`src/rtl/divu_seq.sv`:
```
// divu_seq: sequential unsigned restoring divider.
//
// Produces one quotient bit per clock by shift-and-trial-subtract. It uses a
// level-sensitive Run/Ready handshake:
//   - Run high in IDLE starts an operation.
//   - Ready stays high in DONE until Run drops.
//
// Ports:
//   clk        in   clock, all state updates on the rising edge
//   Reset      in   synchronous active-high reset
//   Run        in   start request (level-sensitive)
//   Dividend   in   WIDTH  numerator, sampled on the start edge
//   Divisor    in   WIDTH  denominator, sampled on the start edge
//   Quotient   out  WIDTH  quotient register, valid while Ready=1
//   Remainder  out  WIDTH  remainder register, valid while Ready=1
//   Ready      out  result valid (registered, high only in DONE)
//   DivZero    out  divisor of the current/last operation was zero
//
// Configuration macro:
//   DIVU_DIVZERO_EN
//     Defined: a zero divisor completes on the start edge (IDLE -> DONE).
//     Undefined: a zero divisor runs the full WIDTH iterations.
//     Both builds give identical results.

module divu_seq #(
  parameter int unsigned WIDTH = 32
) (
  input  logic             clk,
  input  logic             Reset,
  input  logic             Run,
  input  logic [WIDTH-1:0] Dividend,
  input  logic [WIDTH-1:0] Divisor,
  output logic [WIDTH-1:0] Quotient,
  output logic [WIDTH-1:0] Remainder,
  output logic             Ready,
  output logic             DivZero
);

  localparam int unsigned CntW = $clog2(WIDTH);
  localparam logic [CntW-1:0] LastCnt = CntW'(WIDTH - 1);

  typedef enum logic [1:0] {
    StIdle,
    StCalc,
    StDone
  } state_e;

  state_e           r_state;
  logic [WIDTH-1:0] r_q;
  logic [WIDTH-1:0] r_r;
  logic [WIDTH-1:0] r_d;
  logic [CntW-1:0]  r_cnt;
  logic             r_ready;
  logic             r_divzero;

  logic [WIDTH:0]   w_s;
  logic             w_ge;
  logic [WIDTH-1:0] w_t;

  // The shifted partial remainder needs WIDTH+1 bits. When the divisor has
  // its MSB set, S can exceed 2^WIDTH-1, and a WIDTH-bit compare would be
  // wrong. Only the low WIDTH bits of the difference are kept: when S >= D,
  // the difference is below D and therefore fits.
  assign w_s  = {r_r, r_q[WIDTH-1]};
  assign w_ge = (w_s >= {1'b0, r_d});
  assign w_t  = w_s[WIDTH-1:0] - r_d;

  always_ff @(posedge clk) begin
    if (Reset) begin
      r_state   <= StIdle;
      r_q       <= '0;
      r_r       <= '0;
      r_d       <= '0;
      r_cnt     <= '0;
      r_ready   <= 1'b0;
      r_divzero <= 1'b0;
    end else begin
      unique case (r_state)
        StIdle: begin
          if (Run) begin
            r_divzero <= (Divisor == '0);
            r_d       <= Divisor;
            r_cnt     <= '0;
`ifdef DIVU_DIVZERO_EN
            if (Divisor == '0) begin
              // Fast path: the iteration would yield exactly these values.
              r_q     <= '1;
              r_r     <= Dividend;
              r_ready <= 1'b1;
              r_state <= StDone;
            end else begin
              r_q     <= Dividend;
              r_r     <= '0;
              r_state <= StCalc;
            end
`else
            r_q     <= Dividend;
            r_r     <= '0;
            r_state <= StCalc;
`endif
          end
        end

        StCalc: begin
          r_r   <= w_ge ? w_t : w_s[WIDTH-1:0];
          r_q   <= {r_q[WIDTH-2:0], w_ge};
          r_cnt <= r_cnt + 1'b1;
          if (r_cnt == LastCnt) begin
            r_ready <= 1'b1;
            r_state <= StDone;
          end
        end

        StDone: begin
          // Hold the result until the requester drops Run.
          if (!Run) begin
            r_ready <= 1'b0;
            r_state <= StIdle;
          end
        end

        default: begin
          r_ready <= 1'b0;
          r_state <= StIdle;
        end
      endcase
    end
  end

  assign Quotient  = r_q;
  assign Remainder = r_r;
  assign Ready     = r_ready;
  assign DivZero   = r_divzero;

endmodule

```
`config.mk`:
```
export PLATFORM = sky130hd
export DESIGN_NAME = divu_seq
export DESIGN_NICKNAME = d
export VERILOG_FILES = /design/src/rtl/divu_seq.sv
export SDC_FILE = /design/constraint.sdc
export NUM_CORES = 1
export LEC_CHECK = 0
export ABC_AREA = 1
export CAP_MARGIN = 20
export CORE_ASPECT_RATIO = 0.7
export CORE_UTILIZATION = 35
export DETAILED_ROUTE_END_ITERATION = 10
export GPL_TIMING_DRIVEN = 0
export SETUP_SLACK_MARGIN = 0.3
export SLEW_MARGIN = 20
export SYNTH_ARGS = -nofsm -noshare
export SYNTH_HDL_FRONTEND = slang
export SYNTH_SLANG_ARGS = --single-unit
```
`constraint.sdc`:
```
create_clock -name clk -period 2.7 [get_ports clk]
set_input_delay 0.54 -clock clk [delete_from_list [all_inputs] [get_ports clk]]
set_output_delay 0.54 -clock clk [all_outputs]
set_load 0.02 [all_outputs]
```
# Yosys cells after proc, flatten, opt, wreduce, memory -nomap -nowiden
# Index checks and enable logic that the tools add are counted.
# classes
order_cmp	1
eq_ne	6
bitwise_logic	1
reduce_logical	7
add_sub_neg	2
muxes	14
# op_table
operator	count
$pmux W32 S2	2
$mux W32	3
$ge A33 B32 Y1	1
$logic_not A32 Y1	1
$sub A32 B32 Y32	1
$pmux W5 S2	1
$mux W2	3
$ne A2 B2 Y1 const B	3
$pmux W2 S3	1
$reduce_and A3 Y1	2
$add A5 B1 Y5 const B	1
$eq A5 B5 Y1 const B	1
$mux W5	1
$reduce_and A2 Y1	2
$pmux W1 S3	1
$eq A2 B1 Y1 const B	1
$eq A2 B2 Y1 const B	1
$logic_not A2 Y1	1
$mux W1	2
$reduce_bool A2 Y1	1
$not A1 Y1	1
# word_totals
out_inout_bits	66
word_cells	38
in_bits	67
ff_bits	105

# Longest topological paths before layout
# Gate-level depths: netlist of the first run.
# depth
depth_word	3
ltp_mapped	17
mapped_depth_nobuf	16

# Worst setup path before layout of the first run
# OpenSTA, ideal clock, no wires.
# synth_path
path_type	reg-to-reg
startpoint	register r_q[31], in the netlist Quotient[31]
endpoint	register r_r[24], in the netlist Remainder[24]
required_ps	2568
setup_slack_ps	628
stages_incl_launch_ff	16
setup_time_ps	132
arrival_ps	1939
period_less_slack_ps	2072
n_path_buf	0
cell_sequence	dfxtp_1 -> inv_1 -> ha_1 -> fa_1 -> inv_1 -> nand3_1 -> nand3_1 -> nand2_1 -> nand2_1 -> nand2_1 -> nand3_1 -> nand2_1 -> nand2_1 -> nand2_1 -> nand3_1 -> a21oi_1
# synth_via
elab_chain_len	3
word_cells_on_any_way	4
cone_classes	1 x add/sub; 1 x order compare; 2 x mux
# synth_lines
item	line_no	text
start: declaration	49	logic [WIDTH-1:0] r_q;
start signal: assignment	97	r_q <= Dividend;
start signal: assignment	106	r_q <= {r_q[WIDTH-2:0], w_ge};
$sub A32 B32 Y32 or $ge A33 B32 Y1 (tied branches)	66, 65	
$mux W32 *	105	r_r <= w_ge ? w_t : w_s[WIDTH-1:0];
$pmux W32 S2 *	78	unique case (r_state)
end signal: assignment	105	
end: declaration	50	logic [WIDTH-1:0] r_r;
# Every way passes the cells marked *; elsewhere a longest branch is shown, timed or not.
# A chain may end at the register's enable or synchronous reset.

# Worst setup path in the final report of the first run
# layout_path
startpoint	register r_d[7]
endpoint	register r_r[27], in the netlist Remainder[27]
# layout_via
elab_chain_len	3
word_cells_on_any_way	4
cone_classes	1 x add/sub; 1 x order compare; 2 x mux
# layout_lines
item	line_no	text
start: declaration	51	logic [WIDTH-1:0] r_d;
start signal: assignment	82	r_d <= Divisor;
$sub A32 B32 Y32 or $ge A33 B32 Y1 (tied branches)	66, 65	
$mux W32 *	105	
$pmux W32 S2 *	78	
# Marks and branches as above.

==> results summary, run 1 <==
The horizontal extent of the die came out at between 150 and 200 um. After synthesis, the netlist uses 35 different library cells. The quantity of hold-fixing buffers added after cts is 0.

The initial core utilization came out at 36.1%. The pin count of the biggest net entering global routing came out at 23. The fmax came out at 441 MHz.

The post-layout total power is between 0.008 and 0.009 W. The cell type contributing the most total cell area after synthesis is sky130_fd_sc_hd__dfxtp_1. The count of input and output buffers is ~130. The H-tree generated during clock tree synthesis spans 3 levels. The finished layout holds roughly 1,500 standard cells, fillers aside. Yosys attributes the largest share of cell area to sky130_fd_sc_hd__dfxtp_1 (30%), sky130_fd_sc_hd__nand2_1 (17%), sky130_fd_sc_hd__inv_1 (9.2%). The summed instance area of the synthesized netlist is 0.00690 mm^2.

The relative contribution of combinational cells to total power came out at about 63%. The final net count is 1,343. The cell sitting at the root of the clock tree is a sky130_fd_sc_hd__clkbuf_16. The share of post-route cells with drive strength above 1 came out at 7.54%.

Wires add up to 24.3 mm. The largest fanout on the critical path came out at 10. The flop and latch count out of synthesis came out at 105. STA classifies the critical path endpoint as a flop.

The sequential-to-total area share from yosys stat is approximately 30%. The max-slew violation total from the final report came out at 0. Across all setup checks in the final design, the least slack found is 0.431 ns. The post-route clock skew came out at 0.0176 ns. The clock-pin slew on the worst setup and hold paths is roughly 0.080 ns.

The setup TNS is 0 ns. The number of placement rows is 42. The time the worst path needs with I/O delays and setup came out at 2.27 ns. The share of total power in the clock network came out at 15.5%. The average routed wire per standard cell came out at 16.1 um. The floorplan die area is 0.0203 mm^2. The via count of the first global-routing pass came out at between 6,000 and 7,000. The final antenna diode count came out at 0. The cell count of the worst hold path came out at 2. In this run the tightest slew margin relative to its limit is 56.0%. The area fraction of the dominant cell type after synthesis came out at 30.5%. The count of endpoints failing hold in the final timing report is 0. The measured slew at the worst slew-check pin came out at 0.660 ns. The clock latency on the worst-skew pair came out at 0.37 ns.

The peak supply drop came out at 394 uV. The commonest cells after synthesis are sky130_fd_sc_hd__nand2_1 (312), sky130_fd_sc_hd__inv_1 (169), sky130_fd_sc_hd__nor2_1 (106). The worst-case setup slack after placement is -0.0311 ns. The area overhead of the layout relative to synthesis is 34.0%. The overall fraction of global-route tracks in use is 23.9%. Averaged over all synthesized cells, the footprint is 6.30 um^2. The cell-internal power came out at 0.00461 W.

The count of nets left with antenna violations after detail routing is 0. The most frequent cell after synthesis is sky130_fd_sc_hd__nand2_1. The height of the die came out at 119 um. In this run the deepest clock path goes through 2 buffers. The sequential power share came out at 21.9%.

The final hold slack came out at 0.467 ns. STA classifies the critical path startpoint as a flop. The sum of overflow across all layers after global routing came out at 0. The proportion of synthesized flip-flops having asynchronous set or reset is 0%. The count of boundary I/O pins is 133. The count of clock tree sinks is 105. The number of placed instances, taps included, is 1,489.

Data on the critical path is required at its endpoint by 2.93 ns. The weighted congestion reported at the end of routability-driven placement is 0.950. Buffers inserted during clock tree synthesis total 9.

The detailed placer's ending HPWL is 19.3 mm. Among all flip-flop cells after synthesis, the most frequent one is sky130_fd_sc_hd__dfxtp_1. The gate count after technology mapping is 1,094. For this design the ratio of total power to cell area is 974 mW/mm^2.

The critical path data arrival time is 2.50 ns. The area of the core came out at about 0.019 mm^2. The min-delay analysis places its worst path in the category flop to flop. The number of antenna violations at the first check in global routing came out at 0. The static leakage power came out at 4.15 nW. The number of detailed-route iterations in the first pass is 6.

The run finished with clean final reports. The worst-case reg-to-reg path depth is 14. Yosys mapped a number of flops with a built-in enable equal to 0.

TritonCTS built the clock tree. The synthesized netlist net count is 1,196. The count of endpoints failing setup in the final report is 0. Yosys printed 0 warnings. The final period utilization came out at 84.0%. The first global-routing pass estimated 37.3 mm of wire. The detailed router's first-iteration violation count came out at 638. The number of max-cap violations came out at 0. The routed layout has 7,540 vias. The per-cell via count in the routed design is 4.99. The switching share of total power is 48.8%. The switching power is 0.00439 W.

Setup repair after global routing left no endpoint under its margin. The detailed-route DRC error count is 0. The type of the worst setup path is flop to flop.
[routing by layer]
layer	share of wire [%]	wire length, um	global-route usage [%]	vias to the layer above
met1	54	13100	38.0	3461
met5	0	0	0	-
li1	-	-	-	3807
met3	6.6	1590	3.79	20
met4	1.5	369	5.63	0
met2	38	9290	32.5	252
[area by class of cell]
type	instances	area, um^2
Inverter	171	642
Clock inverter	7	90.1
Clock buffer	9	225
Timing Repair Buffer	136	1350
Buffer	45	255
Multi-Input combinational cell	773	4250
Fill cell	2013	9830
Tap cell	264	330
Sequential cell	105	2100
[sequential cells by signal (all words and copies together) (netlist names)]
signal	count
Quotient	32
Remainder	32
r_d	32
r_cnt	5
r_state	2
DivZero	1
Ready	1
[cells in the final DEF, fill, tap and decap left out, types with 2 or more instances in the layout]
cell / count
sky130_fd_sc_hd__nand3_1: 67
sky130_fd_sc_hd__nand3b_1: 26
sky130_fd_sc_hd__clkinv_8: 3
sky130_fd_sc_hd__nand4_1: 10
sky130_fd_sc_hd__clkbuf_16: 9
sky130_fd_sc_hd__nor2_2: 7
sky130_fd_sc_hd__clkbuf_2: 2
sky130_fd_sc_hd__nor2_4: 4
sky130_fd_sc_hd__ha_1: 9
sky130_fd_sc_hd__nand2_1: 306
sky130_fd_sc_hd__clkdlybuf4s50_1: 131
sky130_fd_sc_hd__o21bai_1: 3
sky130_fd_sc_hd__buf_2: 5
sky130_fd_sc_hd__clkbuf_1: 27
sky130_fd_sc_hd__buf_6: 6
sky130_fd_sc_hd__nand2_2: 11
sky130_fd_sc_hd__inv_1: 168
sky130_fd_sc_hd__ha_4: 17
sky130_fd_sc_hd__and2_1: 4
sky130_fd_sc_hd__nor4_1: 9
sky130_fd_sc_hd__nand3_4: 2
sky130_fd_sc_hd__o21ai_0: 37
sky130_fd_sc_hd__o21a_1: 2
sky130_fd_sc_hd__buf_8: 3
sky130_fd_sc_hd__dfxtp_1: 105
sky130_fd_sc_hd__buf_1: 3
sky130_fd_sc_hd__inv_2: 3
sky130_fd_sc_hd__o221ai_1: 31
sky130_fd_sc_hd__inv_6: 2
sky130_fd_sc_hd__ha_2: 8
sky130_fd_sc_hd__nor2_1: 102
sky130_fd_sc_hd__a221oi_1: 2
sky130_fd_sc_hd__xnor2_1: 13
sky130_fd_sc_hd__nor3_1: 5
sky130_fd_sc_hd__buf_4: 4
sky130_fd_sc_hd__a21oi_1: 87
[final timing paths]
kind,startpoint,end,slack [ns]
setup / recovery,r_d[7]$_SDFFE_PP0P_,Remainder[27]$_SDFFE_PP0P_,0.43
hold / removal,r_d[29]$_SDFFE_PP0P_,r_d[29]$_SDFFE_PP0P_,0.47
setup reg to reg,r_d[7]$_SDFFE_PP0P_,Remainder[27]$_SDFFE_PP0P_,0.43
hold reg to reg,r_d[29]$_SDFFE_PP0P_,r_d[29]$_SDFFE_PP0P_,0.47
[repair_timing]
item                       4_1_cts  5_1_grt
gates cloned                     0        1
resized for setup                5       61
pin swaps                        0        3
setup endpoints to repair       21       33
setup buffers                    0        4
[worst max-delay path, cell delays in order (launching register included)]
cell and delay, ns:
sky130_fd_sc_hd__dfxtp_1 0.31, sky130_fd_sc_hd__inv_1 0.06, sky130_fd_sc_hd__ha_1 0.36, sky130_fd_sc_hd__nand2_2 0.10
sky130_fd_sc_hd__nor2_2 0.17, sky130_fd_sc_hd__nand3_1 0.13, sky130_fd_sc_hd__nand3_4 0.15, sky130_fd_sc_hd__nand2_2 0.07
sky130_fd_sc_hd__nand2_2 0.08, sky130_fd_sc_hd__nand2_2 0.09, sky130_fd_sc_hd__nand2_4 0.14, sky130_fd_sc_hd__buf_8 0.17
sky130_fd_sc_hd__nand3_1 0.13, sky130_fd_sc_hd__nand2_1 0.10, sky130_fd_sc_hd__a21oi_1 0.05
[logic make-up after synthesis]
family	after synthesis	share of synthesized area, %
adders and majority gates	35	6.46
and+or+nand+nor	557	34.6
xor gates and xnor gates	14	1.78
AOI/OAI and AO/OA	167	14.2
DFF	105	30.5
buffers and inverters	216	12.4
[power groups by stage]
stage	logic, W	clock network, W	registers, W
floorplan	0.00334	0	0.00213
global placement	0.00504	0	0.00197
detailed placement	0.00505	0	0.00197
CTS	0.00512	0.00143	0.00194
global route	0.00619	0.00149	0.00200
finish	0.00563	0.00140	0.00197
[per-stage QoR]
step | instance area [um^2] | util (%)
global placement | 8540 | 44.8
floorplan | 6900 | -
global route | 9240 | 48.4
finish | 9240 | 48.4
detailed placement | 8540 | 44.8
CTS | 8870 | 46.5
Note: power is estimated with default switching activity, not from simulation.
==> inputs of run 2 (changes only) <==
clock period = 2.1 ns   (was 2.7 ns; I/O delays follow)
==> run 2 against run 1 <==
Against the previous run:
- clock power is 34% higher
- first-iteration DRC count is 1.1% lower
- non-clock buffer count is 55 higher
- design area is 14% higher
- register-to-register slack worse by 0.40 ns
- die area stayed put
- via count is 3.2% higher
- sequential share of layout area is 1.9 points lower
- count of clock-buffer cells in the layout stayed put
- clock skew is 0.0015 ns lower
- largest power group unchanged
- highest routed layer unchanged
==> results summary, run 2 (synthesis gave the netlist of run 1 again) <==
The clock-pin slew on the worst setup and hold paths is 0.09 ns. The worst-case reg-to-reg path depth came out at 14. The run finished with clean final reports.

The count of boundary I/O pins came out at between 100 and 150. The via count of the first global-routing pass is 7,180. The share of total power dissipated in sequential elements is 19.1%. The number of CTS-inserted buffers came out at 9. The power per cell area came out at 1300 mW/mm^2. The count of clock tree sinks is 105. The detailed-route wire length came out at between 20 and 30 mm. After filler insertion, the fill cell instance count of the layout stands at about 1,900. Counting instances, the worst hold path has a depth of 3. Per report_power, the combinational group accounts for between 60 and 70% of the total. The capturing point of the worst reg2reg path is Remainder[25]$_SDFFE_PP0P_. The startpoint identified for the worst hold timing path is Divisor[1].

The count of endpoints failing hold in the final timing report is 0. In this run the core area contains 42 standard-cell rows. For the pin with the worst max-slew slack, the measured transition is about 0.71 ns. Setup repair after global routing could not meet its margin everywhere. The clock latency on the worst-skew pair came out at 0.38 ns.

Of the available clock period, the critical path in the final layout requires ~100%. The number of buffers between clock root and the deepest sink came out at 2. The area overhead of the layout relative to synthesis is 52.5%. The data required time of the critical path is roughly 2.4 ns. The floorplan die area came out at 0.0203 mm^2. The static leakage power came out at 5.32 nW. In this run the worst hold path is classified as input port to flop. The average routed wire per standard cell came out at ~17 um.

The post-route clock skew came out at ~0.016 ns. The beginning of the worst register-to-register path is Remainder[28]$_SDFFE_PP0P_. The largest fanout on the critical path is 5. The overall via count from detail_route is approximately 7,800. The share of total power in the clock network came out at 13.7%. The overall fraction of global-route tracks in use is between 20% and 30%. The cell-internal power is slightly above 0.007 W. The count of input and output buffers is between 100 and 150. The element type at the critical path start is a flop. Entering global routing, the biggest net connects 24 pins. The worst-case setup slack after placement came out at -0.572 ns. The path with the worst hold slack has its endpoint at r_d[1]$_SDFFE_PP0P_.

The per-cell via count in the routed design came out at 4.97. The sum of overflow across all layers after global routing is 0. Across all setup checks in the final design, the least slack found is 0.0259 ns. The first global-routing pass estimated 40.5 mm of wire. The count of endpoints failing setup in the final report came out at 0.

STA classifies the critical path endpoint as a flop. The number of detailed-route iterations in the first pass came out at 5. The critical path is of the flop to flop type. The top cell types in the final layout, fill and taps aside, are sky130_fd_sc_hd__nand2_1 (260), sky130_fd_sc_hd__inv_1 (144), sky130_fd_sc_hd__nor2_1 (90). The peak supply drop is 592 uV. The number of levels the H-tree was split into came out at 3.

After detailed routing, the number of remaining DRC violations is 0. The fmax is 482 MHz. For this block, the initial DRC count from the detailed router was approximately 630. The final net count is 1,398.

The number of antenna violations at the first check in global routing is 0. In this run the remaining antenna-violating nets after routing total 0. The time the worst path needs with I/O delays and setup came out at 2.07 ns. The horizontal extent of the die came out at 170 um. After clock tree synthesis, the flow added hold-fix buffers numbering 0.

The detailed placer's ending HPWL is 20.0 mm. The weighted congestion reported at the end of routability-driven placement came out at 0.934. In this run switching power makes up 47.0% of total power. The analysis attributes to net switching a power of 0.00643 W. Leaving out fill and tap cells, the most frequent cell in the layout is sky130_fd_sc_hd__nand2_1. After floorplanning, the core was sized to cover 0.0191 mm^2. On the final layout, the worst hold slack is 0.461 ns. In this run the register-to-register setup slack is 0.03 ns. Once the floorplan was initialized, standard cells occupied 36.1% of the core.

Max-cap violations in this run came to 0. The number of antenna diodes in the final layout is 0. The max-slew violation total from the final report came out at 0. STA puts the critical path data arrival time at 2.37 ns. The worst-case headroom to the max-slew limit is between 50 and 60%. The height of the die came out at around 120 um. The cell sitting at the root of the clock tree is a sky130_fd_sc_hd__clkbuf_16. The share of post-route cells with drive strength above 1 came out at between 20% and 30%.

TritonCTS built the clock tree.
==> run 2: power groups by stage <==
stage	Clock, W	Sequential, W	Combinational (W)
after CTS	0.00190	0.00261	0.00858
after floorplan	0	0.00286	0.00462
after global placement	0	0.00265	0.00687
final	0.00188	0.00261	0.00919
after global routing	0.00197	0.00265	0.0100
after detailed placement	0	0.00265	0.00691
==> run 2: area by class of cell <==
class,instances,area [um^2],area share (%)
multi-input combinational,773,4820,45.9
sequential,105,2200,20.9
timing repair buffer,191,1890,17.9
inverter,171,647,6.15
tap,264,330,3.14
buffer,45,309,2.94
clock buffer,9,225,2.14
clock inverter,7,98.8,0.940
==> run 2: per-layer routing <==
metal	vias up	share of wire, %	GRT usage, %
li1	3936	-	-
met1	3613	55	41.9
met2	212	39	35.7
met3	20	5.1	3.29
met4	0	1.1	5.80
met5	-	0	0
==> run 2: worst max-delay path by stage <==
stage	from	slack [ns]	end	cells past startpoint
6_report	Remainder[28]$_SDFFE_PP0P_	0.03	Remainder[25]$_SDFFE_PP0P_	14
2_1_floorplan	Remainder[10]$_SDFFE_PP0P_	0.30	Remainder[10]$_SDFFE_PP0P_	13
5_1_grt	r_d[25]$_SDFFE_PP0P_	-0.12	Remainder[20]$_SDFFE_PP0P_	14
3_5_place_dp	Run	-0.57	r_d[17]$_SDFFE_PP0P_	5
4_1_cts	r_d[20]$_SDFFE_PP0P_	0.05	Remainder[25]$_SDFFE_PP0P_	15
3_3_place_gp	Run	-0.58	r_d[17]$_SDFFE_PP0P_	5
==> run 2: critical path, cell delays in order (launching register included) <==
cell and delay (ns):
sky130_fd_sc_hd__dfxtp_4 0.37, sky130_fd_sc_hd__ha_4 0.26, sky130_fd_sc_hd__nand2_2 0.08, sky130_fd_sc_hd__inv_1 0.05
sky130_fd_sc_hd__nand2_2 0.11, sky130_fd_sc_hd__inv_1 0.07, sky130_fd_sc_hd__a21oi_2 0.15, sky130_fd_sc_hd__nand2_2 0.08
sky130_fd_sc_hd__nor2_4 0.17, sky130_fd_sc_hd__nand2_4 0.10, sky130_fd_sc_hd__buf_12 0.15, sky130_fd_sc_hd__buf_12 0.14
sky130_fd_sc_hd__nand3_2 0.06, sky130_fd_sc_hd__nand2_1 0.07, sky130_fd_sc_hd__a21oi_1 0.13
==> run 2: timing repair <==
action,4_1_cts,5_1_grt
buffers inserted,52,6
resized for setup,174,85
endpoints found under the setup margin,114,101
cloned,1,1
pin swaps,39,21
==> run 2: metrics by stage <==
stage / power (W) / cell area, um^2 / utilization (%) / setup TNS (ns) / std cells
after detailed placement: 0.00957 / 9060 / 47.5 / -29.25 / 1489
after CTS: 0.0131 / 10200 / 53.6 / 0 / 1558
after floorplan: 0.00748 / 7420 / - / 0 / 1094
final: 0.0137 / 10500 / 55.1 / 0 / 1565
after global routing: 0.0146 / 10500 / 55.1 / -2.79 / 1565
after global placement: 0.00953 / 9060 / 47.5 / -29.80 / 1489
